$ cat config.mk
export PLATFORM = sky130hd
export DESIGN_NAME = hazard_fwd_unit
export DESIGN_NICKNAME = d
export VERILOG_FILES = /design/src/rtl/hazard_pkg.sv /design/src/rtl/fwd_match.sv /design/src/rtl/hazard_fwd_unit.sv
export SDC_FILE = /design/constraint.sdc
export NUM_CORES = 1
export LEC_CHECK = 0
export CORE_ASPECT_RATIO = 1.4
export CORE_UTILIZATION = 40
export DETAILED_ROUTE_END_ITERATION = 10
export PLACE_DENSITY_LB_ADDON = 0.12
export SLEW_MARGIN = 20
export SYNTH_ARGS = -nofsm -noshare
export SYNTH_HDL_FRONTEND = slang
export SYNTH_HIERARCHICAL = 1
export SYNTH_SLANG_ARGS = --single-unit
export TNS_END_PERCENT = 20
$ cat constraint.sdc
create_clock -name clk -period 3.2 [get_ports clk]
set_input_delay 0.64 -clock clk [delete_from_list [all_inputs] [get_ports clk]]
set_output_delay 0.64 -clock clk [all_outputs]
set_load 0.01 [all_outputs]
$ cat src/rtl/hazard_pkg.sv
// Shared definitions for the hazard/forwarding unit: instruction field
// positions, opcode-class decoding and the in-flight producer record.
package hazard_pkg;

    localparam int OP_HI  = 31;
    localparam int OP_LO  = 26;
    localparam int RD_HI  = 25;
    localparam int RD_LO  = 21;
    localparam int RA_HI  = 20;
    localparam int RA_LO  = 16;
    localparam int RB_HI  = 15;
    localparam int RB_LO  = 11;
    localparam int IMM_HI = 15;
    localparam int IMM_LO = 0;

    localparam int FIELD_W = 5;

    localparam logic [1:0] MEM_PREFIX  = 2'b01;
    localparam logic [1:0] ALUI_PREFIX = 2'b00;
    localparam int         ALUI_BIT    = 3;

    typedef enum logic [1:0] {
        CLS_ALUR,
        CLS_ALUI,
        CLS_LOAD,
        CLS_STORE
    } op_class_e;

    typedef struct packed {
        logic               valid;
        logic               wr;
        logic               is_load;
        logic [FIELD_W-1:0] rd;
    } trk_entry_t;

    // Memory-side control travelling down the EX and DM stages.
    typedef struct packed {
        logic               mem_en;
        logic               mem_rw;
        logic               is_load;
        logic [FIELD_W-1:0] rw;
    } strobe_t;

    function automatic op_class_e classify(input logic [5:0] op);
        if (op[5:4] == MEM_PREFIX) begin
            return op[0] ? CLS_STORE : CLS_LOAD;
        end
        if (op[5:4] == ALUI_PREFIX && op[ALUI_BIT]) begin
            return CLS_ALUI;
        end
        return CLS_ALUR;
    endfunction

endpackage

$ cat src/rtl/fwd_match.sv
// Finds the youngest tracked producer of one source register and flags a
// load sitting in the youngest slot that the source depends on.
module fwd_match
    import hazard_pkg::*;
#(
    parameter  int NUM_FWD = 3,
    localparam int SEL_W   = $clog2(NUM_FWD + 1)
) (
    input  trk_entry_t         trk [NUM_FWD],
    input  logic [FIELD_W-1:0] src,
    input  logic               src_used,
    output logic [SEL_W-1:0]   sel,
    output logic               load_hit
);

    // Scan oldest to youngest so the youngest match is the one left in sel.
    always_comb begin
        sel = '0;
        for (int k = NUM_FWD - 1; k >= 0; k--) begin
            if (src_used && (src != '0) && trk[k].valid && trk[k].wr &&
                (trk[k].rd == src)) begin
                sel = SEL_W'(k + 1);
            end
        end
        load_hit = src_used && (src != '0) && trk[0].valid &&
                   trk[0].is_load && (trk[0].rd == src);
    end

endmodule

$ cat src/rtl/hazard_fwd_unit.sv
// Decode, forwarding-select and load-use stall unit between IF/ID and EX/DM;
// tracks the last NUM_FWD accepted instructions as potential producers.
module hazard_fwd_unit
    import hazard_pkg::*;
#(
    parameter  int INS_W   = 32,
    parameter  int REG_W   = 5,
    parameter  int NUM_FWD = 3,
    localparam int SEL_W   = $clog2(NUM_FWD + 1)
) (
    input  logic             clk,
    input  logic             reset,
    input  logic [INS_W-1:0] ins,
    input  logic             ins_valid,
    output logic             ins_ready,
    output logic             dec_valid,
    output logic [5:0]       op_dec,
    output logic [15:0]      imm,
    output logic             imm_sel,
    output logic [SEL_W-1:0] mux_sel_A,
    output logic [SEL_W-1:0] mux_sel_B,
    output logic             mem_en_ex,
    output logic             mem_rw_ex,
    output logic             mem_mux_sel_dm,
    output logic [REG_W-1:0] RW_dm
);

    trk_entry_t trk_q [NUM_FWD];
    trk_entry_t trk_d [NUM_FWD];

    logic             dec_valid_q, dec_valid_d;
    logic [5:0]       op_q, op_d;
    logic [15:0]      imm_q, imm_d;
    logic             imm_sel_q, imm_sel_d;
    logic [SEL_W-1:0] sel_a_q, sel_a_d;
    logic [SEL_W-1:0] sel_b_q, sel_b_d;
    strobe_t          dec_stb_q, dec_stb_d;
    strobe_t          ex_stb_q, ex_stb_d;
    strobe_t          dm_stb_q, dm_stb_d;

    logic [5:0]         f_op;
    logic [FIELD_W-1:0] f_rd, f_ra, f_rb;
    logic [15:0]        f_imm;
    op_class_e          cls;
    logic               reads_b, writes, use_imm;
    logic [SEL_W-1:0]   hit_sel_a, hit_sel_b;
    logic               load_hit_a, load_hit_b;
    logic               stall, accept;

    assign f_op    = ins[OP_HI:OP_LO];
    assign f_rd    = ins[RD_HI:RD_LO];
    assign f_ra    = ins[RA_HI:RA_LO];
    assign f_rb    = ins[RB_HI:RB_LO];
    assign f_imm   = ins[IMM_HI:IMM_LO];
    assign cls     = classify(f_op);
    assign reads_b = (cls == CLS_ALUR) || (cls == CLS_STORE);
    assign writes  = (cls != CLS_STORE);
    assign use_imm = (cls == CLS_ALUI) || (cls == CLS_LOAD);

    fwd_match #(.NUM_FWD(NUM_FWD)) u_match_a (
        .trk      (trk_q),
        .src      (f_ra),
        .src_used (1'b1),
        .sel      (hit_sel_a),
        .load_hit (load_hit_a)
    );

    fwd_match #(.NUM_FWD(NUM_FWD)) u_match_b (
        .trk      (trk_q),
        .src      (f_rb),
        .src_used (reads_b),
        .sel      (hit_sel_b),
        .load_hit (load_hit_b)
    );

    // A stalled cycle holds ins at fetch and pushes a bubble everywhere else.
    assign stall     = ins_valid && (load_hit_a || load_hit_b);
    assign accept    = ins_valid && !stall;
    assign ins_ready = !stall;

    always_comb begin
        trk_d       = trk_q;
        dec_valid_d = 1'b0;
        op_d        = '0;
        imm_d       = '0;
        imm_sel_d   = 1'b0;
        sel_a_d     = '0;
        sel_b_d     = '0;
        dec_stb_d   = '0;

        trk_d[0] = '0;
        for (int i = 1; i < NUM_FWD; i++) begin
            trk_d[i] = trk_q[i-1];
        end

        if (accept) begin
            trk_d[0].valid   = 1'b1;
            trk_d[0].wr      = writes;
            trk_d[0].is_load = (cls == CLS_LOAD);
            trk_d[0].rd      = f_rd;

            dec_valid_d = 1'b1;
            op_d        = f_op;
            imm_d       = f_imm;
            imm_sel_d   = use_imm;
            sel_a_d     = hit_sel_a;
            sel_b_d     = use_imm ? '0 : hit_sel_b;

            dec_stb_d.mem_en  = (cls == CLS_LOAD) || (cls == CLS_STORE);
            dec_stb_d.mem_rw  = (cls == CLS_STORE);
            dec_stb_d.is_load = (cls == CLS_LOAD);
            dec_stb_d.rw      = writes ? f_rd : '0;
        end

        ex_stb_d = dec_stb_q;
        dm_stb_d = ex_stb_q;
    end

    always_ff @(posedge clk or posedge reset) begin
        if (reset) begin
            trk_q       <= '{default: '0};
            dec_valid_q <= 1'b0;
            op_q        <= '0;
            imm_q       <= '0;
            imm_sel_q   <= 1'b0;
            sel_a_q     <= '0;
            sel_b_q     <= '0;
            dec_stb_q   <= '0;
            ex_stb_q    <= '0;
            dm_stb_q    <= '0;
        end else begin
            trk_q       <= trk_d;
            dec_valid_q <= dec_valid_d;
            op_q        <= op_d;
            imm_q       <= imm_d;
            imm_sel_q   <= imm_sel_d;
            sel_a_q     <= sel_a_d;
            sel_b_q     <= sel_b_d;
            dec_stb_q   <= dec_stb_d;
            ex_stb_q    <= ex_stb_d;
            dm_stb_q    <= dm_stb_d;
        end
    end

    assign dec_valid      = dec_valid_q;
    assign op_dec         = op_q;
    assign imm            = imm_q;
    assign imm_sel        = imm_sel_q;
    assign mux_sel_A      = sel_a_q;
    assign mux_sel_B      = sel_b_q;
    assign mem_en_ex      = ex_stb_q.mem_en;
    assign mem_rw_ex      = ex_stb_q.mem_rw;
    assign mem_mux_sel_dm = dm_stb_q.is_load;
    assign RW_dm          = REG_W'(dm_stb_q.rw);

endmodule

==> summary.md <==
| Metric | Value |
|---|---|
| Status | `finished, final reports clean` |
| Critical path startpoint | `ins[12]` |
| Die Width | `69.99 um` |
| # DRC | `0` |
| CTS root buf | `clkbuf_8` |
| #FFs+latches synth | `70` |
| Worst min-delay path class | `register to register` |
| TritonCTS clock tree | `built` |
| Crit path kind | `input pin to output pin` |
| Mapped Cells | `183` |
| GRT Overall Usage | `0.1580` |
| Sequential share of the synthesized area | `0.6767` |
| Peak VDD IR | `0.2951 mV` |
| Vias in the first global route | `1663` |
| Placer Congestion | `0.7488` |
| Detailed Place HPWL | `3511 um` |
| Pre-antenna DRT Iters | `4` |
| Cell area power density | `523.0 nW/um^2` |
| Core ar. | `6211 um^2` |
| Largest net degree at the start of global routing | `71` |
| Period utilisation layout | `0.9837` |
| Area post-placement | `3476 um^2` |
| Synthesis Warnings | `6` |
| Final antenna-violating net count | `0` |
| Initial core utilization | `0.4168` |
| PnR Total Power | `1.942 mW` |
| Max clock buf depth | `2` |
| DIE AREA | `6802 um^2` |
| CP Launch Type | `input pin` |
| Gr ovfl total | `0` |
| Post-route cell area | `3714 um^2` |
| Worst-Skew Late Latency | `330 ps` |
| DR vias/cell | `4.522` |
| Slew Limit Fails | `0` |
| Syn nets | `218` |
| Routed Wire Length | `4917 um` |
| Initial antenna violation count | `0` |
| Hold wc startpoint | `dm_stb_d[0]` |
| Layout cells sized above 1 | `0.1655` |
| Setup TNS | `0 ps` |
| Post-Syn Area | `2589 um^2` |
| DR iter-0 viols | `77` |
| Cts hold-fix bufs | `0` |
| Worst Path Required | `2560 ps` |
| Max-cap violation count | `0` |
| Finished Layout Cells | `356` |
| Slew margin rel. | `0.4407` |
| DR vias | `1610` |
| Worst setup EP type | `output pin` |
| Leak Pwr | `1.620 nW` |
| Area Overhead vs Synth | `43.45%` |
| PortBufs | `71` |
| Antenna cells | `0` |
| Filler Cell Count | `504` |
| Hold Vio Cnt, Final | `0` |
| Max Freq | `0.3177 GHz` |
| First-pass GRT wire length | `7935 um` |
| Avg Cell Area, Syn | `14.15 um^2` |
| Cts bufs inserted | `9` |
| Worst reg2reg path startpoint | `trk_d[12]` |
| Std-Cell Rows | `34` |
| Clock slew at reported path FFs | `70 ps` |
| Max H-tree Level | `3` |
| Arr. time, crit path | `2510 ps` |
| Unique masters post-synth | `28` |
| Worst Tran Pin Value | `839.0 ps` |
| Dpl cells | `339` |
| Chip Height | `97.19 um` |
| Final setup viols | `0` |
| Net count, final | `314` |
| I/O Pins | `72` |
| WL per Instance | `13.81 um` |
| Reg2reg setup slack | `1310 ps` |
| CTS Sinks | `70` |
| Final Critical Period | `3148 ps` |
| Worst hold slack | `349.3 ps` |
| Layout Skew | `4.811 ps` |
| Critical path peak fanout | `2` |
==> critical path: stages <==
cell             delay (ps)
clkdlybuf4s50_1         450
or4_4                   560
o21ai_2                 180
nor3_2                   70
and2_1                  170
o21ai_1                 160
dlygate4sd2_1           280
==> sequential cells by signal (all words and copies together), names as in the netlist, 2 cells and up <==
name and flops:
imm 16, trk_d 13, dec_stb_q 8, trk_q 7
dm_stb_d 6, op_dec 6, RW_dm 5, mux_sel_A 2
mux_sel_B 2
==> kinds of logic after synthesis <==
family	synth area share
simple gates	0.1663
buf+inv	0.01788
flops	0.6767
xor+xnor	0.1015
other cells	0.001449
compound gates	0.03625
==> what timing repair did <==
item,4_1_cts,5_1_grt
hold endpoints to repair,0,0
endpoints found under the setup margin,1,1
resized for setup,2,2
pin swaps,0,1
buffers inserted,0,1
==> layout make-up <==
cell class                      count  area [um^2]  share of cell area
Clock inverter                      5        82.58             0.02224
Clock buffer                       11        141.4             0.03807
Timing Repair Buffer               88        837.1              0.2254
Sequential cell                    70         1752              0.4717
Tap cell                           72        90.09             0.02426
Multi-Input combinational cell    108        798.3              0.2150
Inverter                            2        12.51            0.003369
==> routing by layer <==
metal / part of all wire / GRT usage / up-vias
li1: - / - / 794
met1: 0.41 / 0.1736 / 762
met2: 0.52 / 0.2611 / 48
met3: 0.053 / 0.05498 / 6
met4: 0.017 / 0.09231 / 0
met5: 0 / 0 / -
==> where the power goes <==
part           switching, mW  total (mW)  internal, mW
sequential            0.0211       0.947         0.926
clock                  0.319       0.779         0.460
combinational         0.0898       0.216         0.126
total                  0.430        1.94          1.51
==> cell usage in the layout (no fill, tap or decap), types with 3 or more instances in the layout <==
cell type         n
clkinvlp_4        3
and3_1            3
xnor2_1          28
clkdlybuf4s50_1  70
and2_1           36
dfrtp_1          70
buf_4            17
nand4_1           6
clkbuf_8         10
nand2_1           4
==> stage by stage <==
stage               worst slack, ps  utilization
finish                        52.03       0.5979
CTS                           8.215       0.5955
global route                 -7.993       0.5979
floorplan                     673.3            -
detailed placement           -334.9       0.5596
global placement             -374.5       0.5596
==> cell usage after synthesis (all sizes together) <==
library cell / number / share of area
nand4: 6 / 0.015
o2bb2ai: 2 / 0.012
nor3: 4 / 0.012
a2bb2oi: 2 / 0.0068
xor2: 2 / 0.0068
nor4: 2 / 0.0048
dfrtp: 70 / 0.68
or3b: 1 / 0.0043
nand2: 4 / 0.0058
and3: 3 / 0.0073
or4: 2 / 0.0058
xnor2: 28 / 0.095
or3: 2 / 0.0058
a21o: 1 / 0.0029
buf: 3 / 0.013
and2b: 2 / 0.0058
nand3: 2 / 0.0039
inv: 2 / 0.0048
conb: 1 / 0.0014
o21ai: 3 / 0.0087
nor2: 1 / 0.0014
a21oi: 1 / 0.0063
and2: 37 / 0.090
nand2b: 2 / 0.0048
==> path summary, 6_finish.rpt <==
kind | to | cells past startpoint
max in group asynchronous | trk_d[10] | 3
worst min-delay path | RW_dm[0] | 0
worst max-delay path | ins_ready | 7
worst min register to register | RW_dm[0] | 0
min in group asynchronous | trk_d[7] | 3
worst max register to register | dec_stb_q[5] | 8
(Power assumes the default switching activity.)
